### config.mk
export PLATFORM = sky130hd
export DESIGN_NAME = regfile_mp
export DESIGN_NICKNAME = d
export VERILOG_FILES = /design/src/rtl/regfile_mp.sv
export SDC_FILE = /design/constraint.sdc
export NUM_CORES = 1
export LEC_CHECK = 0
export ABC_AREA = 0
export CELL_PAD_IN_SITES_DETAIL_PLACEMENT = 1
export CELL_PAD_IN_SITES_GLOBAL_PLACEMENT = 1
export CORE_MARGIN = 1
export CORE_UTILIZATION = 47
export CTS_CLUSTER_SIZE = 16
export DETAILED_ROUTE_END_ITERATION = 10
export HOLD_SLACK_MARGIN = 0.08
export PLACE_DENSITY_LB_ADDON = 0.1
export SYNTH_ARGS = -nofsm -noshare
export SYNTH_HDL_FRONTEND = slang
export SYNTH_SLANG_ARGS = --single-unit
### constraint.sdc
create_clock -name clk -period 1.86 [get_ports clk]
set_input_delay 0.372 -clock clk [delete_from_list [all_inputs] [get_ports clk]]
set_output_delay 0.372 -clock clk [all_outputs]
set_load 0.03 [all_outputs]
### src/rtl/regfile_mp.sv
// ---------------------------------------------------------------------------
// regfile_mp : parametrised multi-port register file with scoreboard bits
//
// One synchronous write port, two combinational read ports. Every register
// carries a valid bit (written since reset) and a pending bit (an in-flight
// producer has been reserved and has not yet written back).
//
// Parameters
//   WIDTH      data width in bits (>=1)
//   DEPTH      number of registers (>=2, need not be a power of two)
//
// Ports
//   clk                      rising-edge clock
//   reset_n                  asynchronous active-low reset
//   data_in, writenum, write write data / index / enable
//   rsv, rsvnum              reserve enable / index (sets pending)
//   readnum_a, readnum_b     read indices (combinational)
//   data_out_a, data_out_b   read data
//   valid_a, valid_b         addressed register written since reset
//   busy_a, busy_b           addressed register pending
//   pending                  per-register pending bits, bit i = register i
//
// Optional feature
//   REGFILE_MP_BYPASS_EN     when defined, a write in progress is forwarded
//                            combinationally to any read port addressing the
//                            same register, ahead of the clock edge.
// ---------------------------------------------------------------------------
module regfile_mp #(
    parameter int WIDTH = 16,
    parameter int DEPTH = 8
) (
    input  logic                     clk,
    input  logic                     reset_n,
    input  logic [WIDTH-1:0]         data_in,
    input  logic [$clog2(DEPTH)-1:0] writenum,
    input  logic                     write,
    input  logic [$clog2(DEPTH)-1:0] readnum_a,
    input  logic [$clog2(DEPTH)-1:0] readnum_b,
    output logic [WIDTH-1:0]         data_out_a,
    output logic [WIDTH-1:0]         data_out_b,
    output logic                     valid_a,
    output logic                     valid_b,
    input  logic                     rsv,
    input  logic [$clog2(DEPTH)-1:0] rsvnum,
    output logic                     busy_a,
    output logic                     busy_b,
    output logic [DEPTH-1:0]         pending
);

    localparam int AW = $clog2(DEPTH);

    logic [WIDTH-1:0] data_reg [DEPTH];
    logic [DEPTH-1:0] valid_reg;
    logic [DEPTH-1:0] pending_reg;

    // One-hot decode of the write and reserve indices. Indices at or above
    // DEPTH match no register, so out-of-range requests fall away here.
    logic [DEPTH-1:0] wr_hit;
    logic [DEPTH-1:0] rsv_hit;
    logic [DEPTH-1:0] valid_next;
    logic [DEPTH-1:0] pending_next;

    genvar gi;
    generate
        for (gi = 0; gi < DEPTH; gi++) begin : g_entry
            assign wr_hit[gi]       = write && (writenum == AW'(gi));
            assign rsv_hit[gi]      = rsv && (rsvnum == AW'(gi));
            assign valid_next[gi]   = valid_reg[gi] | wr_hit[gi];
            // A reserve on the same edge as the write-back means a new
            // producer was issued, so the reserve takes priority.
            assign pending_next[gi] = rsv_hit[gi] | (pending_reg[gi] & ~wr_hit[gi]);
        end
    endgenerate

    always_ff @(posedge clk or negedge reset_n) begin
        if (!reset_n) begin
            valid_reg   <= '0;
            pending_reg <= '0;
            for (int i = 0; i < DEPTH; i++) begin
                data_reg[i] <= '0;
            end
        end else begin
            valid_reg   <= valid_next;
            pending_reg <= pending_next;
            for (int i = 0; i < DEPTH; i++) begin
                if (wr_hit[i]) begin
                    data_reg[i] <= data_in;
                end
            end
        end
    end

    // Read lookup packs {data, valid, pending}. Scanning the populated
    // entries (rather than indexing the array) makes an out-of-range index
    // return all zeros without ever touching a nonexistent entry.
    function automatic logic [WIDTH+1:0] lookup(input logic [AW-1:0] idx);
        logic [WIDTH+1:0] r;
        r = '0;
        for (int i = 0; i < DEPTH; i++) begin
            if (idx == AW'(i)) begin
                r = {data_reg[i], valid_reg[i], pending_reg[i]};
            end
        end
        return r;
    endfunction

    logic [WIDTH+1:0] rd_a;
    logic [WIDTH+1:0] rd_b;

`ifdef REGFILE_MP_BYPASS_EN
    // write_live: an in-range write is being presented this cycle.
    // rsv_same:   the same register is also being re-reserved, so the
    //             forwarded value still belongs to a pending register.
    logic write_live;
    logic rsv_same;
    assign write_live = |wr_hit;
    assign rsv_same   = |(wr_hit & rsv_hit);

    always_comb begin
        rd_a = lookup(readnum_a);
        rd_b = lookup(readnum_b);
        if (write_live && (readnum_a == writenum)) begin
            rd_a = {data_in, 1'b1, rsv_same};
        end
        if (write_live && (readnum_b == writenum)) begin
            rd_b = {data_in, 1'b1, rsv_same};
        end
    end
`else
    always_comb begin
        rd_a = lookup(readnum_a);
        rd_b = lookup(readnum_b);
    end
`endif

    assign data_out_a = rd_a[WIDTH+1:2];
    assign valid_a    = rd_a[1];
    assign busy_a     = rd_a[0];
    assign data_out_b = rd_b[WIDTH+1:2];
    assign valid_b    = rd_b[1];
    assign busy_b     = rd_b[0];
    assign pending    = pending_reg;

endmodule
* After elaboration in Yosys (flattened, before gate mapping)
Cells that the tools add are included.
Widths: inputs -> output; s select.
** Word-level totals
- Register bits after elaboration :: 144
- Output and inout bits :: 44
** Cells by class
- Eq/ne operators :: 28
- Muxes and demuxes :: 16
- Bitwise logic cells :: 32
- Reduce and logical (&&, ||, !) cells :: 20
** Operators with widths (count)
- $mux 18 :: 16
- $eq 3x3->1 const B :: 16
- $eq 3x2->1 const B :: 8
- $logic_and 1x1->1 :: 16
- $or 1x1->1 :: 16
- $eq 3x1->1 const B :: 4
- $logic_not 3->1 :: 4
- $and 1x1->1 :: 8
- $not 1->1 :: 8

* Logic depth before layout (Yosys ltp)
- Word-level depth :: 9
- Mapped depth :: 6
- Gate-level depth less buffers :: 3

* Worst setup path before layout
OpenSTA, ideal clock, no wires.
- Path type :: input port to output port
- From :: input readnum_b[1]
- To :: output data_out_b[15]
- Data arrival time :: 1.710 ns
- Data required time :: 1.488 ns
- Slack :: -0.222 ns
- Cell stages on the path :: 5
- Path buffers :: 2
- Cell sequence :: buf_2 > buf_6 > or3b_1 > a21oi_1 > a2bb2oi_1
** Between the ends
- Longest elaborated chain between the ends :: 9
** Ends and longest elaborated chain
- from (decl) :: RTL line 38 : input logic [$clog2(DEPTH)-1:0] readnum_b,
- $logic_not 3->1 :: RTL line 100 : if (idx == AW'(i)) begin
- $mux 18 (7 in a row) :: RTL line 100
- $mux 18 * :: RTL line 100
- to (decl) :: RTL line 40 : output logic [WIDTH-1:0] data_out_b,
Mark *: on every way between the ends. The rest lies on a longest branch, timed or not.

* Final worst setup path
- From :: register data_reg[122] (netlist bit)
- To :: output data_out_a[10]
** Between the ends
- Longest elaborated chain between the ends :: 8
** Ends and longest elaborated chain
- from (decl) :: RTL line 52 : logic [WIDTH-1:0] data_reg [DEPTH];
- from (signal, indexed assignment) :: RTL line 87 : data_reg[i] <= data_in;
- $mux 18 (8 in a row) :: RTL line 100
- to (decl) :: RTL line 39 : output logic [WIDTH-1:0] data_out_a,
Every way passes these cells.

==> out/qor.txt <==
number of flip-flops under the largest register name - 128
Clock Latency Late Sink - 430 ps
CP startpoint kind - flip-flop
Synth area leader - dfrtp_1
Worst R2R End - data_reg[106]
Hold/Removal Path Class - in2async
M1 GR Usage - 40.8%
Ys Warns - 0
top post-synthesis cells by area - dfrtp_1 43%, mux2_2 15%, mux2i_1 4.9%
max_slew headroom - 70.7%
Post-DP Area - 10300 um2
DRT Pass-1 Iters - 5
IO Count - 76
Row Count - 48
gp weighted congestion - 0.834
initial antenna violation count - 0
Max Cap Viol - 0
Max Freq - 0.444 GHz
Fin. Hold Viols - 0
layout cells sized above 1 - 46.4%
post-DR wirelength/cell - 26.2 um
Worst Path Max Fanout - 2
vias - 7012
CP endpoint kind - output port
drt total wl - 29300 um
antenna viol nets, final - 0
worst reg2reg setup slack - 640 ps
Antenna Cells - 0
starting density of the core - 48.1%
critical path required time - 1490 ps
Final Power - 0.0116 W
FF+latch area - 3600 um2
CTS H-tree lvls - 4
total congestion overflow - 0
Setup Skew - 0 ps
vias in the first global route - 7618
GRT Util Overall - 32.7%
Post-Syn Instances - 712
Post-Syn Area - 8290 um2
most frequent cells after synthesis - 144 x dfrtp_1, 113 x mux2_2, 47 x nor2b_1, 41 x mux2i_1, 39 x o21ai_0
Die X - 135 um
syn avg cell area - 11.6 um2
top_reg_cell synth - dfrtp_1
Root Buffer - clkbuf_16
Multi-input gate area - 4780 um2
Fillers - 1691
DRC Markers - 0
IO Port Bufs - 75
number of enable flip-flop cells after synthesis - 0
largest net degree at the start of global routing - 56
r2r worst-path depth - 5
critical path, cell by cell - or2_1, mux4_2, o2bb2ai_2, buf_6
Clock Pin Slew Worst Setup and Hold Paths - 70 ps
Global Route met3 Usage - 6.31%
Seq/Total Area, Yosys - 43.5%
unrepaired setup endpoints after global routing - true
reg2reg start - data_reg[106]
CP startpoint - data_reg[122]
failing checks - setup timing
Seq cells post-synth - 144
period utilization - 121%
most numerous cell in the Yosys netlist - dfrtp_1
CTS tree - built
CP peak stage delay - 520 ps
Tmin final - 2250 ps
layer with the highest usage - met2
CTS Buf Count - 17
DIE HEIGHT - 135 um
worst setup path end - data_out_a[10]
final worst setup slack - -391 ps
Worst Max-Slew Pin Slew - 427 ps
pre-CTS WS - -286 ps
Finish-stage setup viols - 36
crit path max-delay cell type - mux4_2
Yosys cell types - 43
Vias per Instance - 6.28
max-slew violations - 0
kind of critical path - reg2out
GRT met2 Usage - 56.5%
Power Dens Cells - 1010 nW/um2
Final nets - 911
Async S/R FF share, synth - 100%
Final HPWL DP - 17400 um
first-pass GRT wire length - 44400 um
top cell type's share of synthesized area - 43.5%
TritonCTS Sinks - 144
Synth-to-Final Area Change - 38.3%
post-route cell area - 11500 um2
full die area - 18200 um2
Synthesized Nets - 744
Max Root-Sink Buffers - 2
WP data arrival - 1880 ps
Leak - 4.83 nW
iteration-0 DRC count of the detailed router - 434
peak supply drop - 0.000724 V
status - finished with violations
core area - 17200 um2
worst min path at each step:
| stage | startpoint | cells past startpoint | end | slack [ps] |
|---|---|---|---|---|
| after global routing | reset_n | 2 | data_reg[49] | 460 |
| final | reset_n | 2 | data_reg[49] | 430 |
| after CTS | reset_n | 2 | data_reg[49] | 440 |
| after global placement | reset_n | 1 | data_reg[49] | 320 |
| after floorplan | reset_n | 0 | data_reg[0] | 80 |
| after detailed placement | reset_n | 1 | data_reg[49] | 320 |
metal layers:
layer | wire (um) | vias up
li1 | - | 3009
met1 | 12400 | 3703
met2 | 14900 | 240
met3 | 1310 | 60
met4 | 668 | 0
met5 | 0 | -
worst max-delay path, delay by kind of cell, from the launching register on:
kind / cells / cell delay, ps
AO/OA/AOI/OAI: 1 / 160
multiplexers: 1 / 520
flip-flops: 1 / 400
AND/OR/NAND/NOR: 1 / 220
buffers and inverters: 1 / 140
area by class of cell:
cell class / instances / area share [%]
Clock buffer: 21 / 3.84
Clock inverter: 10 / 1.00
Inverter: 4 / 0.131
Multi-Input combinational cell: 498 / 41.6
Sequential cell: 144 / 31.4
Tap cell: 225 / 2.45
Timing Repair Buffer: 214 / 19.5
power by group:
group / internal [W] / leakage (nW) / switching, W
Combinational: 0.00207 / 2.86 / 0.00182
Clock: 0.00196 / 0.263 / 0.00142
Sequential: 0.00380 / 1.70 / 0.000568
Total: 0.00782 / 4.83 / 0.00380
cells in the final DEF (no fill, tap or decap), types with 18 or more instances in the layout:
master           count
a22o_1              18
buf_12              27
buf_4               96
buf_6               54
clkdlybuf4s50_1     24
dfrtp_1            144
mux2_2             113
mux2i_1             41
nand2_1             23
nor2b_1             47
o21ai_0             28
kinds of logic (layout without fill, tap and decap cells):
group / count (synthesis) / after routing / share of synthesized area [%]
multiplexers: 172 / 172 / 23.5
flip-flops: 144 / 144 / 43.5
AND/OR/NAND/NOR: 149 / 149 / 12.9
buffers and inverters: 70 / 249 / 4.87
AO/OA/AOI/OAI: 177 / 177 / 15.2
stage by stage:
step	util (%)	std cells	TNS, ps	hold slack (ps)
5_1_grt	66.5	1116	-8950	462
3_3_place_gp	59.7	1042	-10780	316
2_1_floorplan	-	712	-31.4	76.4
4_1_cts	65.8	1107	-6090	442
3_5_place_dp	59.7	1042	-14770	320
6_report	66.5	1116	-7200	432
timing repair:
action / in CTS / in global routing
buffers inserted: 32 / 20
endpoints found under the setup margin: 44 / 36
resized for setup: 91 / 22
gates cloned: 1 / 0
hold endpoints to repair: 39 / 0
pin swaps: 41 / 33
hold buffers: 1 / 0
(Power assumes the default switching activity.)
